<file path="config.mk">
export PLATFORM = sky130hd
export DESIGN_NAME = ex_mem_stage
export DESIGN_NICKNAME = d
export VERILOG_FILES = /design/src/rtl/ex_mem_stage_pkg.sv /design/src/rtl/ex_mem_stage_skid_fifo2.sv /design/src/rtl/ex_mem_stage.sv
export SDC_FILE = /design/constraint.sdc
export NUM_CORES = 1
export LEC_CHECK = 0
export ABC_AREA = 0
export BUFFER_PORTS_ARGS = -buffer_cell sky130_fd_sc_hd__buf_4
export CORE_MARGIN = 5
export CORE_UTILIZATION = 47
export CTS_CLUSTER_DIAMETER = 100
export DETAILED_ROUTE_END_ITERATION = 7
export GPL_TIMING_DRIVEN = 0
export MAX_ROUTING_LAYER = met4
export PLACE_DENSITY = 0.85
export RECOVER_POWER = 50
export SETUP_SLACK_MARGIN = 0.02
export SYNTH_ARGS = -nofsm -noshare
export SYNTH_HDL_FRONTEND = slang
export SYNTH_SLANG_ARGS = --single-unit
</file>
<file path="constraint.sdc">
create_clock -name clk -period 6.85 [get_ports clk]
set_input_delay 1.37 -clock clk [delete_from_list [all_inputs] [get_ports clk]]
set_output_delay 1.37 -clock clk [all_outputs]
set_load 0.05 [all_outputs]
</file>
<file path="src/rtl/ex_mem_stage_pkg.sv">
// Shared types and packing helpers for the execute-to-memory stage.
// Defines the control-bit struct and the field layout of the packed FIFO entry.
// No logic; imported by ex_mem_stage and its FIFO.
package ex_mem_stage_pkg;

  localparam int EXMEM_XLEN = 32;
  localparam int EXMEM_RW   = 5;

  // Control bits that travel with each result; packed LSB-first into the entry.
  typedef struct packed {
    logic zero;
    logic wb_en;
    logic mem_rd;
    logic mem_wr;
  } exmem_ctrl_t;

  localparam int EXMEM_CTRL_W = $bits(exmem_ctrl_t);

  // Entry layout (MSB..LSB): res | store_data | rd | ctrl
  function automatic int exmem_entry_w(input int xlen, input int rw);
    return 2 * xlen + rw + EXMEM_CTRL_W;
  endfunction

  function automatic int exmem_off_rd();
    return EXMEM_CTRL_W;
  endfunction

  function automatic int exmem_off_store(input int rw);
    return EXMEM_CTRL_W + rw;
  endfunction

  function automatic int exmem_off_res(input int xlen, input int rw);
    return EXMEM_CTRL_W + rw + xlen;
  endfunction

  localparam int EXMEM_ENTRY_W = exmem_entry_w(EXMEM_XLEN, EXMEM_RW);

endpackage

</file>
<file path="src/rtl/ex_mem_stage_skid_fifo2.sv">
// skid_fifo2: 2-entry FIFO with registered ready, decoupling execute from memory stalls.
// Latency: an entry written at edge N is visible at the head in cycle N+1.
// Backpressure: in_ready = (count != 2), from registered state only; flush empties it.
module skid_fifo2 #(
  parameter int WIDTH = 8
) (
  input  logic             clk,
  input  logic             reset,
  input  logic             flush,
  input  logic             in_valid,
  output logic             in_ready,
  input  logic [WIDTH-1:0] in_data,
  output logic             out_valid,
  input  logic             out_ready,
  output logic [WIDTH-1:0] out_data,
  output logic             push_fire,
  output logic             head_idx,
  output logic             tail_idx
);

  logic [WIDTH-1:0] mem [2];
  logic             head;
  logic             tail;
  logic [1:0]       count;
  logic             pop_fire;

  assign in_ready  = (count != 2'd2);
  assign out_valid = (count != 2'd0);
  assign out_data  = mem[head];
  assign head_idx  = head;
  assign tail_idx  = tail;

  // A flush edge neither stores nor retires anything.
  assign push_fire = in_valid && in_ready && !flush;
  assign pop_fire  = out_valid && out_ready && !flush;

  // Pointer and occupancy bookkeeping; flush overrides push and pop.
  always_ff @(posedge clk or posedge reset) begin
    if (reset) begin
      head  <= 1'b0;
      tail  <= 1'b0;
      count <= 2'd0;
    end else if (flush) begin
      head  <= 1'b0;
      tail  <= 1'b0;
      count <= 2'd0;
    end else begin
      if (push_fire) tail <= ~tail;
      if (pop_fire)  head <= ~head;
      case ({push_fire, pop_fire})
        2'b10:   count <= count + 2'd1;
        2'b01:   count <= count - 2'd1;
        default: count <= count;
      endcase
    end
  end

  // Payload storage needs no reset; validity comes from count.
  always_ff @(posedge clk) begin
    if (push_fire) mem[tail] <= in_data;
  end

endmodule

</file>
<file path="src/rtl/ex_mem_stage.sv">
// ex_mem_stage: EX->MEM register stage, 2-deep buffered, with divide-by-zero trap merge (EXMEM_TRAP_EN).
// Latency: entry accepted at edge N is presented on out_* in cycle N+1.
// Backpressure: in_ready depends only on occupancy, never combinationally on out_ready.
module ex_mem_stage
  import ex_mem_stage_pkg::*;
#(
  parameter int XLEN = EXMEM_XLEN,
  parameter int RW   = EXMEM_RW
) (
  input  logic            clk,
  input  logic            reset,
  input  logic            in_valid,
  output logic            in_ready,
  input  logic [XLEN-1:0] in_res,
  input  logic            in_zero,
  input  logic [XLEN-1:0] in_store_data,
  input  logic [RW-1:0]   in_rd,
  input  logic            in_wb_en,
  input  logic            in_mem_rd,
  input  logic            in_mem_wr,
  input  logic            illegal_op,
  input  logic            flush,
  output logic            out_valid,
  input  logic            out_ready,
  output logic [XLEN-1:0] out_res,
  output logic [XLEN-1:0] out_store_data,
  output logic [RW-1:0]   out_rd,
  output logic            out_zero,
  output logic            out_wb_en,
  output logic            out_mem_rd,
  output logic            out_mem_wr,
  output logic            out_trap
);

  localparam int ENTRY_W   = exmem_entry_w(XLEN, RW);
  localparam int OFF_RD    = exmem_off_rd();
  localparam int OFF_STORE = exmem_off_store(RW);
  localparam int OFF_RES   = exmem_off_res(XLEN, RW);

  exmem_ctrl_t        in_ctrl;
  exmem_ctrl_t        head_ctrl;
  logic [ENTRY_W-1:0] in_entry;
  logic [ENTRY_W-1:0] head_entry;
  logic               push_fire;
  logic               head_idx;
  logic               tail_idx;

  assign in_ctrl.zero   = in_zero;
  assign in_ctrl.wb_en  = in_wb_en;
  assign in_ctrl.mem_rd = in_mem_rd;
  assign in_ctrl.mem_wr = in_mem_wr;
  assign in_entry       = {in_res, in_store_data, in_rd, in_ctrl};

  skid_fifo2 #(
    .WIDTH(ENTRY_W)
  ) u_fifo (
    .clk       (clk),
    .reset     (reset),
    .flush     (flush),
    .in_valid  (in_valid),
    .in_ready  (in_ready),
    .in_data   (in_entry),
    .out_valid (out_valid),
    .out_ready (out_ready),
    .out_data  (head_entry),
    .push_fire (push_fire),
    .head_idx  (head_idx),
    .tail_idx  (tail_idx)
  );

  assign head_ctrl      = head_entry[EXMEM_CTRL_W-1:0];
  assign out_res        = head_entry[OFF_RES +: XLEN];
  assign out_store_data = head_entry[OFF_STORE +: XLEN];
  assign out_rd         = head_entry[OFF_RD +: RW];
  assign out_zero       = head_ctrl.zero;
  assign out_wb_en      = head_ctrl.wb_en;
  assign out_mem_rd     = head_ctrl.mem_rd;
  assign out_mem_wr     = head_ctrl.mem_wr;

`ifdef EXMEM_TRAP_EN
  // trap/fresh live beside the FIFO, indexed by the same slot pointers, because
  // illegal_op arrives one cycle after its operands were accepted.
  logic [1:0] trap_q;
  logic [1:0] fresh_q;

  // Fold illegal_op into the entry pushed last edge, then mark the new push fresh.
  always_ff @(posedge clk or posedge reset) begin
    if (reset) begin
      trap_q  <= 2'b00;
      fresh_q <= 2'b00;
    end else if (flush) begin
      trap_q  <= 2'b00;
      fresh_q <= 2'b00;
    end else begin
      for (int i = 0; i < 2; i++) begin
        if (fresh_q[i]) begin
          trap_q[i]  <= trap_q[i] | illegal_op;
          fresh_q[i] <= 1'b0;
        end
      end
      if (push_fire) begin
        trap_q[tail_idx]  <= 1'b0;
        fresh_q[tail_idx] <= 1'b1;
      end
    end
  end

  // A fresh head already reflects this cycle's flag without waiting for the merge edge.
  assign out_trap = trap_q[head_idx] | (fresh_q[head_idx] & illegal_op);
`else
  logic unused_trap_inputs;

  assign unused_trap_inputs = illegal_op ^ push_fire ^ head_idx ^ tail_idx;
  assign out_trap           = 1'b0;
`endif

endmodule
</file>
==> qor.csv, run 1 <==
metric,value,unit
status,finished with violations,
violated checks,"capacitance limit, slew limit",
number of global-route vias before repair,3249,
CP endpoint kind,flop,
Std-Cell Rows,39,
fraction of layout cells with a size suffix above 1,55.7,%
detail-routed via count per cell,5.00,
setup TNS,0,ps
Die Span X,119,µm
overall power after layout,0.00235,W
RSZ-0062 raised after global routing,no,
Die Ht,119,µm
WS Path Type,in -> reg,
Wirelength per Cell,17.4,µm
Cells after Synth,256,
Post-CTS Setup Bufs,0,
Port Buffer Count,152,
Slew headroom,-23.1,%
Hold Crit Class,reg -> reg,
R2R Path Start,u_fifo.count[1],
syn avg cell area,21.6,µm²
largest family of logic cells by synthesized area,multiplexers,
Startpoint Class,input pin,
Die ar.,14000,µm²
post-DP HPWL,7200,µm
clock transition at the registers of the reported paths,50,ps
CTS tree,done,
# IOs,155,
H-tree depth,4,
hold_ws,587,ps
Longest Clk Path Bufs,2,
Resized Gates After CTS,0,
final hold viol count,0,
largest net degree at the start of global routing,21,
initial drt markers,178,
Fmax,0.266,GHz
first-pass iteration count of the detailed router,4,
simple-gate portion of the synthesized area,1.13,%
area share of fa/ha/maj cells after synthesis,0,%
"Slowest-stage cell, CP",nor3_1,
FILL cells,810,
number of setup violations in the final report,0,
Yosys warnings,0,
crit path buf inv count,3,
static leakage,2.76,nW
CTS Buf Count,17,
CTS Hold Bufs,0,
synthesis-to-layout area growth,35.6,%
post-route minimum period,3760,ps
routed via count,2951,
CP required,6960,ps
Worst-Margin Slew,1840,ps
# diodes,0,
Skew-Pair Late Insertion Delay,410,ps
multiplexer share of the synthesized area,15.0,%
Final ANT Viol Nets,0,
Post-route DRC,0,
nets,514,
Mapped Nets,335,
Tcrit/Tclk final,54.9,%
global-route wire length before repair,16400,µm
antenna violations before repair,0,
CP peak stage delay,1180,ps
core box area,11500,µm²
Syn Std Cell Area,5540,µm²
Tot GR Track Use,15.5,%
Slew Limit Fails,22,
Yosys cell types,23,
CP top delay family,simple AND/OR/NAND/NOR gates,
Synth Area in Compound Gates,0.814,%
HP Start,u_fifo.tail_idx,
clk root buf,clkbuf_16,
P per Cell Area,314,nW/µm²
routed wire length,10200,µm
Peak VDD IR,252,µV
Critical Path Fanout Max,20,
CP Cell Sequence,"clkbuf_1, nand2_1, nor3_1, clkbuf_1, buf_8",
"flops & latches, synth",150,
"Remaining Overflow, GRT",0,
Initial Util,48.3,%
CTS Sinks,150,
"most used cell, CP",clkbuf_1,
register area share after synthesis,81.0,%
max_cap viols,2,
GP Congestion,0.732,
Arrival @ worst endpoint,3870,ps
Worst Clk Skew,6.29,ps
xor and xnor area share after synthesis,0.158,%
Crit. Startpoint,in_valid,
## report_power, final
group	total, W	switching (W)	leakage, nW	internal, W
Sequential	0.00105	0.00000806	1.39	0.00105
Combinational	0.000337	0.000214	1.07	0.000123
Clock	0.000964	0.000328	0.297	0.000635
Total	0.00235	0.000551	2.76	0.00180
## metrics by stage
step	cells	setup WS [ps]	cell area [µm²]	util, %
finish	590	3090	7510	65.5
global route	590	2850	7510	65.5
CTS	590	3730	7640	66.6
detailed placement	559	3820	7020	61.2
global placement	551	556	6870	59.9
floorplan	256	2060	5550	-
## path summary, 6_finish.rpt
| path | end | slack, ps | cells past startpoint |
|---|---|---|---|
| max reg2reg | u_fifo.mem[0][38] | 3580 | 6 |
| min in group asynchronous | u_fifo.count[0] | 850 | 2 |
| max | u_fifo.mem[0][38] | 3090 | 5 |
| max in group asynchronous | u_fifo.head_idx | 5840 | 2 |
| min | u_fifo.tail_idx | 590 | 2 |
| min reg2reg | u_fifo.tail_idx | 590 | 2 |
## placed cells by master (no fill, tap or decap), types with 2 or more instances in the layout
cell	count
edfxtp_1	146
clkbuf_16	17
inv_1	2
clkinv_2	2
or2_2	2
clkbuf_4	56
clkinv_1	5
buf_8	5
a21oi_1	4
dfrtp_1	4
clkbuf_1	23
o21ai_0	2
nor3b_1	2
buf_6	6
buf_4	78
bufinv_16	5
mux2_2	73
## Yosys cell counts (all sizes together)
cell type	count	area, µm²
nand2	1	3.75
xor2	1	8.76
nor2b	1	8.76
o21ai	2	10.0
edfxtp	146	4380
mux2i	1	10.0
nor2	1	3.75
or2	2	12.5
nor3	1	5.00
mux2	73	822
inv	3	11.3
dfrtp	4	100
nor3b	2	15.0
a21o	1	7.51
nand3b	1	7.51
o211ai	1	7.51
buf	9	87.6
conb	1	3.75
a21oi	4	20.0
or3	1	6.26
## sequential cells by signal (all words and copies together) (netlist names)
name,count
u_fifo.count,2
u_fifo.mem,146
u_fifo.tail_idx,1
u_fifo.head_idx,1
## routing by layer
metal	part of all wire, %	vias up	wire length (µm)	global-route usage [%]
li1	-	1365	-	-
met1	39	1473	3990	17.4
met2	52	97	5360	25.4
met3	7.0	16	713	5.21
met4	1.7	0	178	6.38
met5	0	-	0	-
## layout make-up
type	instances	area, µm²	share of cell area (%)
Buffer	9	87.6	1.17
Clock buffer	18	429	5.72
Clock inverter	13	186	2.48
Inverter	3	11.3	0.150
Multi-Input combinational cell	94	952	12.7
Sequential cell	150	4480	59.7
Tap cell	143	179	2.38
Timing Repair Buffer	160	1180	15.7
## kinds of logic after synthesis
logic type	count (synthesis)
other	1
xor gates and xnor gates	1
DFF	150
muxes	74
AOI/OAI and AO/OA	8
and+or+nand+nor	10
buffers and inverters	12
## worst reg2reg max path, stage by stage (launching register included)
cell	delay, ps
dfrtp_1	440
nor2b_2	190
inv_2	80
nand2_1	70
nor3_1	1180
clkbuf_1	700
buf_8	290
Power figures use the tool's default switching activity.
==> run 2, diff against run 1 <==
- clock period: 6.85 -> 3.14 ns (I/O delays scaled with it)
==> run 2 against run 1 <==
  * The run now ends clean
  * First-iteration DRC count fell by 21%
  * Clock skew fell by 0.69 ps
  * Register-to-register slack got worse by 3100 ps
  * Die area did not move
  * Sequential power rose by 120%
  * Design area rose by 1.7%
  * Clock-buffer cell count rose by 1
  * Via count fell by 1.3%
  * Critical path type is now reg -> reg
  * Largest cell class unchanged
  * Largest power group unchanged
==> qor.csv, run 2 (synthesis results as in run 1) <==
metric,value,unit
CP endpoint kind,flop,
initial drt markers,140,
H-tree depth,4,
Resized Gates After CTS,0,
number of setup violations in the final report,0,
global-route wire length before repair,16600,µm
"most used cell, CP",buf_16,
worst slack at placement,500,ps
most frequent cells in the layout,"edfxtp_1 (146), buf_4 (78), mux2_2 (73), clkbuf_4 (60), clkbuf_1 (18)",
PnR worst setup slack,496,ps
routed via count,2913,
Startpoint Class,flop,
antenna violations before repair,1,
first-pass iteration count of the detailed router,4,
largest registers,"u_fifo.mem: 146 flops, u_fifo.count: 2 flops",
Critical Path Fanout Max,17,
Placed Area,7090,µm²
Skew-Pair Late Insertion Delay,410,ps
Longest Clk Path Bufs,2,
RSZ-0062 raised after global routing,no,
Fmax,0.378,GHz
crit path buf inv count,4,
Post-route DRC,0,
GP Congestion,0.712,
static leakage,2.82,nW
fraction of layout cells with a size suffix above 1,57.6,%
"commonest non-fill, non-tap cell in the layout",edfxtp_1,
routed wire length,10600,µm
Hold Crit Class,in -> async,
CTS tree,done,
Tot GR Track Use,15.7,%
CTS Sinks,150,
Biggest register,u_fifo.mem,
Worst-Margin Slew,1020,ps
Wirelength per Cell,17.9,µm
CTS Hold Bufs,0,
Die Ht,119,µm
WS Path Type,reg -> reg,
P per Cell Area,677,nW/µm²
number of global-route vias before repair,3270,
Die ar.,14000,µm²
Post-CTS Setup Bufs,0,
clk root buf,clkbuf_16,
Tcrit/Tclk final,84.2,%
synthesis-to-layout area growth,37.9,%
# IOs,155,
Peak VDD IR,580,µV
Worst Clk Skew,5.61,ps
CP required,3260,ps
Die Span X,119,µm
detail-routed via count per cell,4.92,
post-DP HPWL,7550,µm
Slew headroom,32.1,%
Arrival @ worst endpoint,2760,ps
Slew Limit Fails,0,
CP Cell Sequence,"nor2b_1, clkinvlp_2, nand2_1, nor3b_4, buf_16, buf_16, buf_16",
final hold viol count,0,
post-route minimum period,2640,ps
Std-Cell Rows,39,
"Slowest-stage cell, CP",nor3b_4,
CP top delay family,simple AND/OR/NAND/NOR gates,
max_cap viols,0,
CTS Buf Count,17,
core box area,11500,µm²
status,completed,
largest net degree at the start of global routing,18,
Final Cell Area,7630,µm²
Final ANT Viol Nets,0,
max reg flops,146,
CP peak stage delay,870,ps
Initial Util,48.3,%
Port Buffer Count,152,
"Remaining Overflow, GRT",0,
nets,514,
clock transition at the registers of the reported paths,60,ps
## run 2: through the flow
stage / power (W) / instances / hold slack [ps] / setup TNS [ps] / utilization [%]
floorplan: 0.00283 / 256 / 394 / 0 / -
global placement: 0.00308 / 551 / 528 / -120210 / 60.1
detailed placement: 0.00312 / 559 / 533 / 0 / 61.8
CTS: 0.00523 / 591 / 103 / 0 / 67.2
global route: 0.00534 / 592 / 106 / 0 / 66.6
finish: 0.00517 / 592 / 114 / 0 / 66.6
## run 2: path summary, 6_finish.rpt
path | start | end | slack, ps | cells past startpoint
setup / recovery | u_fifo.count[1] | u_fifo.mem[1][34] | 500 | 7
hold / removal | reset | u_fifo.head_idx | 110 | 2
setup reg to reg | u_fifo.count[1] | u_fifo.mem[1][34] | 500 | 7
hold reg to reg | u_fifo.tail_idx | u_fifo.tail_idx | 630 | 2
max in group asynchronous | reset | u_fifo.count[0] | 2860 | 2
min in group clk | in_store_data[16] | u_fifo.mem[0][25] | 420 | 1
## run 2: per-layer routing
layer	share of wire (%)	vias to the layer above	global-route usage, %
met2	50	99	24.8
met4	1.7	0	6.02
met1	41	1427	18.6
met5	0	-	-
met3	7.2	17	5.64
li1	-	1370	-
## run 2: report_power, final
part	total (W)	internal (W)	switching, W
Sequential	0.00230	0.00228	0.0000179
Clock	0.00212	0.00139	0.000724
Combinational	0.000755	0.000282	0.000473
Total	0.00517	0.00395	0.00122
## run 2: cell type report
type / instances / area [µm²]
Clock buffer: 19 / 433
Clock inverter: 13 / 185
Tap cell: 143 / 179
Fill cell: 805 / 3830
Antenna cell: 1 / 2.50
Timing Repair Buffer: 160 / 1280
Sequential cell: 150 / 4480
Buffer: 9 / 87.6
Inverter: 3 / 12.5
Multi-Input combinational cell: 94 / 972
==> run 3, diff against run 2 <==
- CORE_UTILIZATION: 47 -> 52
- PLACE_DENSITY: 0.85 -> 0.89
- clock period: 3.14 -> 2.5 ns (I/O delays scaled with it)
==> run 3 against run 2 <==
  * Final cell count shrank 1.4%
  * Clock power grew 23%
  * Sequential cell count is the same
  * Non-clock buffer count grew 2
  * Clock-buffer cell count grew 1
  * Wire length shrank 1.3%
  * Design area shrank 0.31%
  * Sequential power grew 26%
  * Die area shrank 8.8%
  * Critical path depth shrank 3
==> qor.csv, run 3 (synthesis results as in run 1) <==
metric,value,unit
Std-Cell Rows,37,
P per Cell Area,846,nW/µm²
setup TNS,0,ps
register-to-register setup slack,220,ps
core box area,10400,µm²
Worst Clk Skew,11.2,ps
Post-route DRC,0,
H-tree depth,4,
Hold Crit Class,in -> reg,
antenna violations before repair,0,
RSZ-0062 raised after global routing,no,
max reg flops,146,
CTS tree,done,
Final ANT Viol Nets,0,
"most used cell, CP",buf_4,
Critical Path Fanout Max,10,
CP Cell Sequence,"buf_4, buf_6, mux2_2, buf_4",
Peak VDD IR,504,µV
"commonest non-fill, non-tap cell in the layout",edfxtp_1,
CP peak stage delay,360,ps
crit path buf inv count,3,
FILL cells,661,
status,completed,
largest registers,"u_fifo.mem: 146 flops, u_fifo.count: 2 flops",
clk root buf,clkbuf_8,
# diodes,0,
R2R Path Start,u_fifo.count[1],
Startpoint Class,flop,
"Slowest-stage cell, CP",mux2_2,
Hold Path Stages,1,
post-route minimum period,2310,ps
placed cells,553,
post-DP HPWL,7380,µm
detail-routed via count per cell,5.04,
Slew Limit Fails,0,
"Remaining Overflow, GRT",0,
Arrival @ worst endpoint,1810,ps
area of the multi-input gates,972,µm²
Hold Path End,u_fifo.mem[0][23],
Tcrit/Tclk final,92.5,%
Die ar.,12800,µm²
CTS Sinks,150,
initial drt markers,105,
CP top delay family,buffers and inverters,
Worst-Margin Slew,601,ps
nets,516,
Skew-Pair Late Insertion Delay,510,ps
Slew headroom,59.8,%
most frequent cells in the layout,"edfxtp_1 (146), buf_4 (80), mux2_2 (73), clkbuf_4 (58), clkbuf_1 (19)",
clock transition at the registers of the reported paths,60,ps
Longest Clk Path Bufs,2,
routed via count,2941,
Wirelength per Cell,17.9,µm
routed wire length,10500,µm
first-pass iteration count of the detailed router,4,
number of global-route vias before repair,3230,
Biggest register,u_fifo.mem,
synthesis-to-layout area growth,37.5,%
CP required,2000,ps
max_cap viols,0,
Die Ht,113,µm
static leakage,2.81,nW
fraction of layout cells with a size suffix above 1,57.8,%
number of setup violations in the final report,0,
WS Path Type,reg -> out,
CP endpoint kind,output port,
largest net degree at the start of global routing,21,
register area,4480,µm²
# IOs,155,
Tot GR Track Use,17.5,%
Fmax,0.432,GHz
Port Buffer Count,152,
final hold viol count,0,
Initial Util,53.4,%
reg2reg end,u_fifo.mem[0][40],
Die Span X,113,µm
R2R depth,7,
GP Congestion,0.732,
Finished Layout Cells,584,
HP Start,in_store_data[14],
global-route wire length before repair,16300,µm
CTS Buf Count,17,
==> run 3: cell count changes in the layout (fill, tap and decap cells not counted), moves of 2 or more <==
cell      before  now
buf_16         6    4
buf_4         78   80
buf_8          2    4
clkbuf_4      60   58
clkinv_1       4    1
clkinv_2       4    2
==> run 3: timing repair <==
item	in CTS	in global routing
buffers inserted	0	0
hold buffers	1	0
endpoints found under the setup margin	0	0
gates resized for setup	0	0
hold endpoints to repair	4	0
==> run 3: how the worst max path moves through the flow <==
stage | start | end | slack (ps) | cells past startpoint
2_1_floorplan | u_fifo.count[1] | u_fifo.mem[1][0] | -590 | 4
3_3_place_gp | in_valid | u_fifo.mem[1][20] | -1420 | 3
3_5_place_dp | u_fifo.count[1] | u_fifo.mem[0][31] | 350 | 7
4_1_cts | u_fifo.head_idx | out_store_data[17] | 140 | 4
5_1_grt | u_fifo.count[1] | u_fifo.mem[0][17] | 90 | 7
6_report | u_fifo.head_idx | out_store_data[17] | 190 | 4
==> run 3: power by group <==
part | leakage (nW) | internal, W | switching [W]
Sequential | 1.39 | 0.00286 | 0.0000228
Combinational | 1.13 | 0.000353 | 0.000595
Clock | 0.292 | 0.00170 | 0.000900
==> run 3: layout make-up <==
class | instances | share of cell area, %
Clock buffer | 20 | 5.59
Multi-Input combinational cell | 94 | 12.8
Sequential cell | 150 | 58.9
Buffer | 9 | 1.15
Clock inverter | 10 | 2.37
Tap cell | 136 | 2.24
Inverter | 3 | 0.214
Timing Repair Buffer | 162 | 16.7
==> run 3: metrics by stage <==
stage          utilization (%)  total power (W)  hold slack (ps)  setup WS [ps]  area, µm²
4_1_cts                   74.1          0.00651              136            140       7680
2_1_floorplan                -          0.00356              266           -587       5580
5_1_grt                   73.4          0.00664              162           88.2       7610
6_report                  73.4          0.00644              186            187       7610
3_3_place_gp              66.4          0.00386              398          -1420       6890
3_5_place_dp              68.2          0.00391              409            350       7070
==> run 3: worst reg2reg max path, stage by stage, from the launching register on <==
cell,delay (ps)
dfrtp_1,430
nor2b_1,210
inv_6,80
nand2_1,140
nor3_4,510
buf_8,250
buf_16,190
buf_16,170
==> run 3: layer usage <==
metal  part of all wire, %  GRT usage, %  up-vias  routed length, µm
li1                      -             -     1381                  -
met1                    39          19.0     1457               4050
met5                     0             -        -                  0
met4                  0.69          5.77        0                 72
met3                   5.8          5.67        8                611
met2                    55          30.5       95               5750
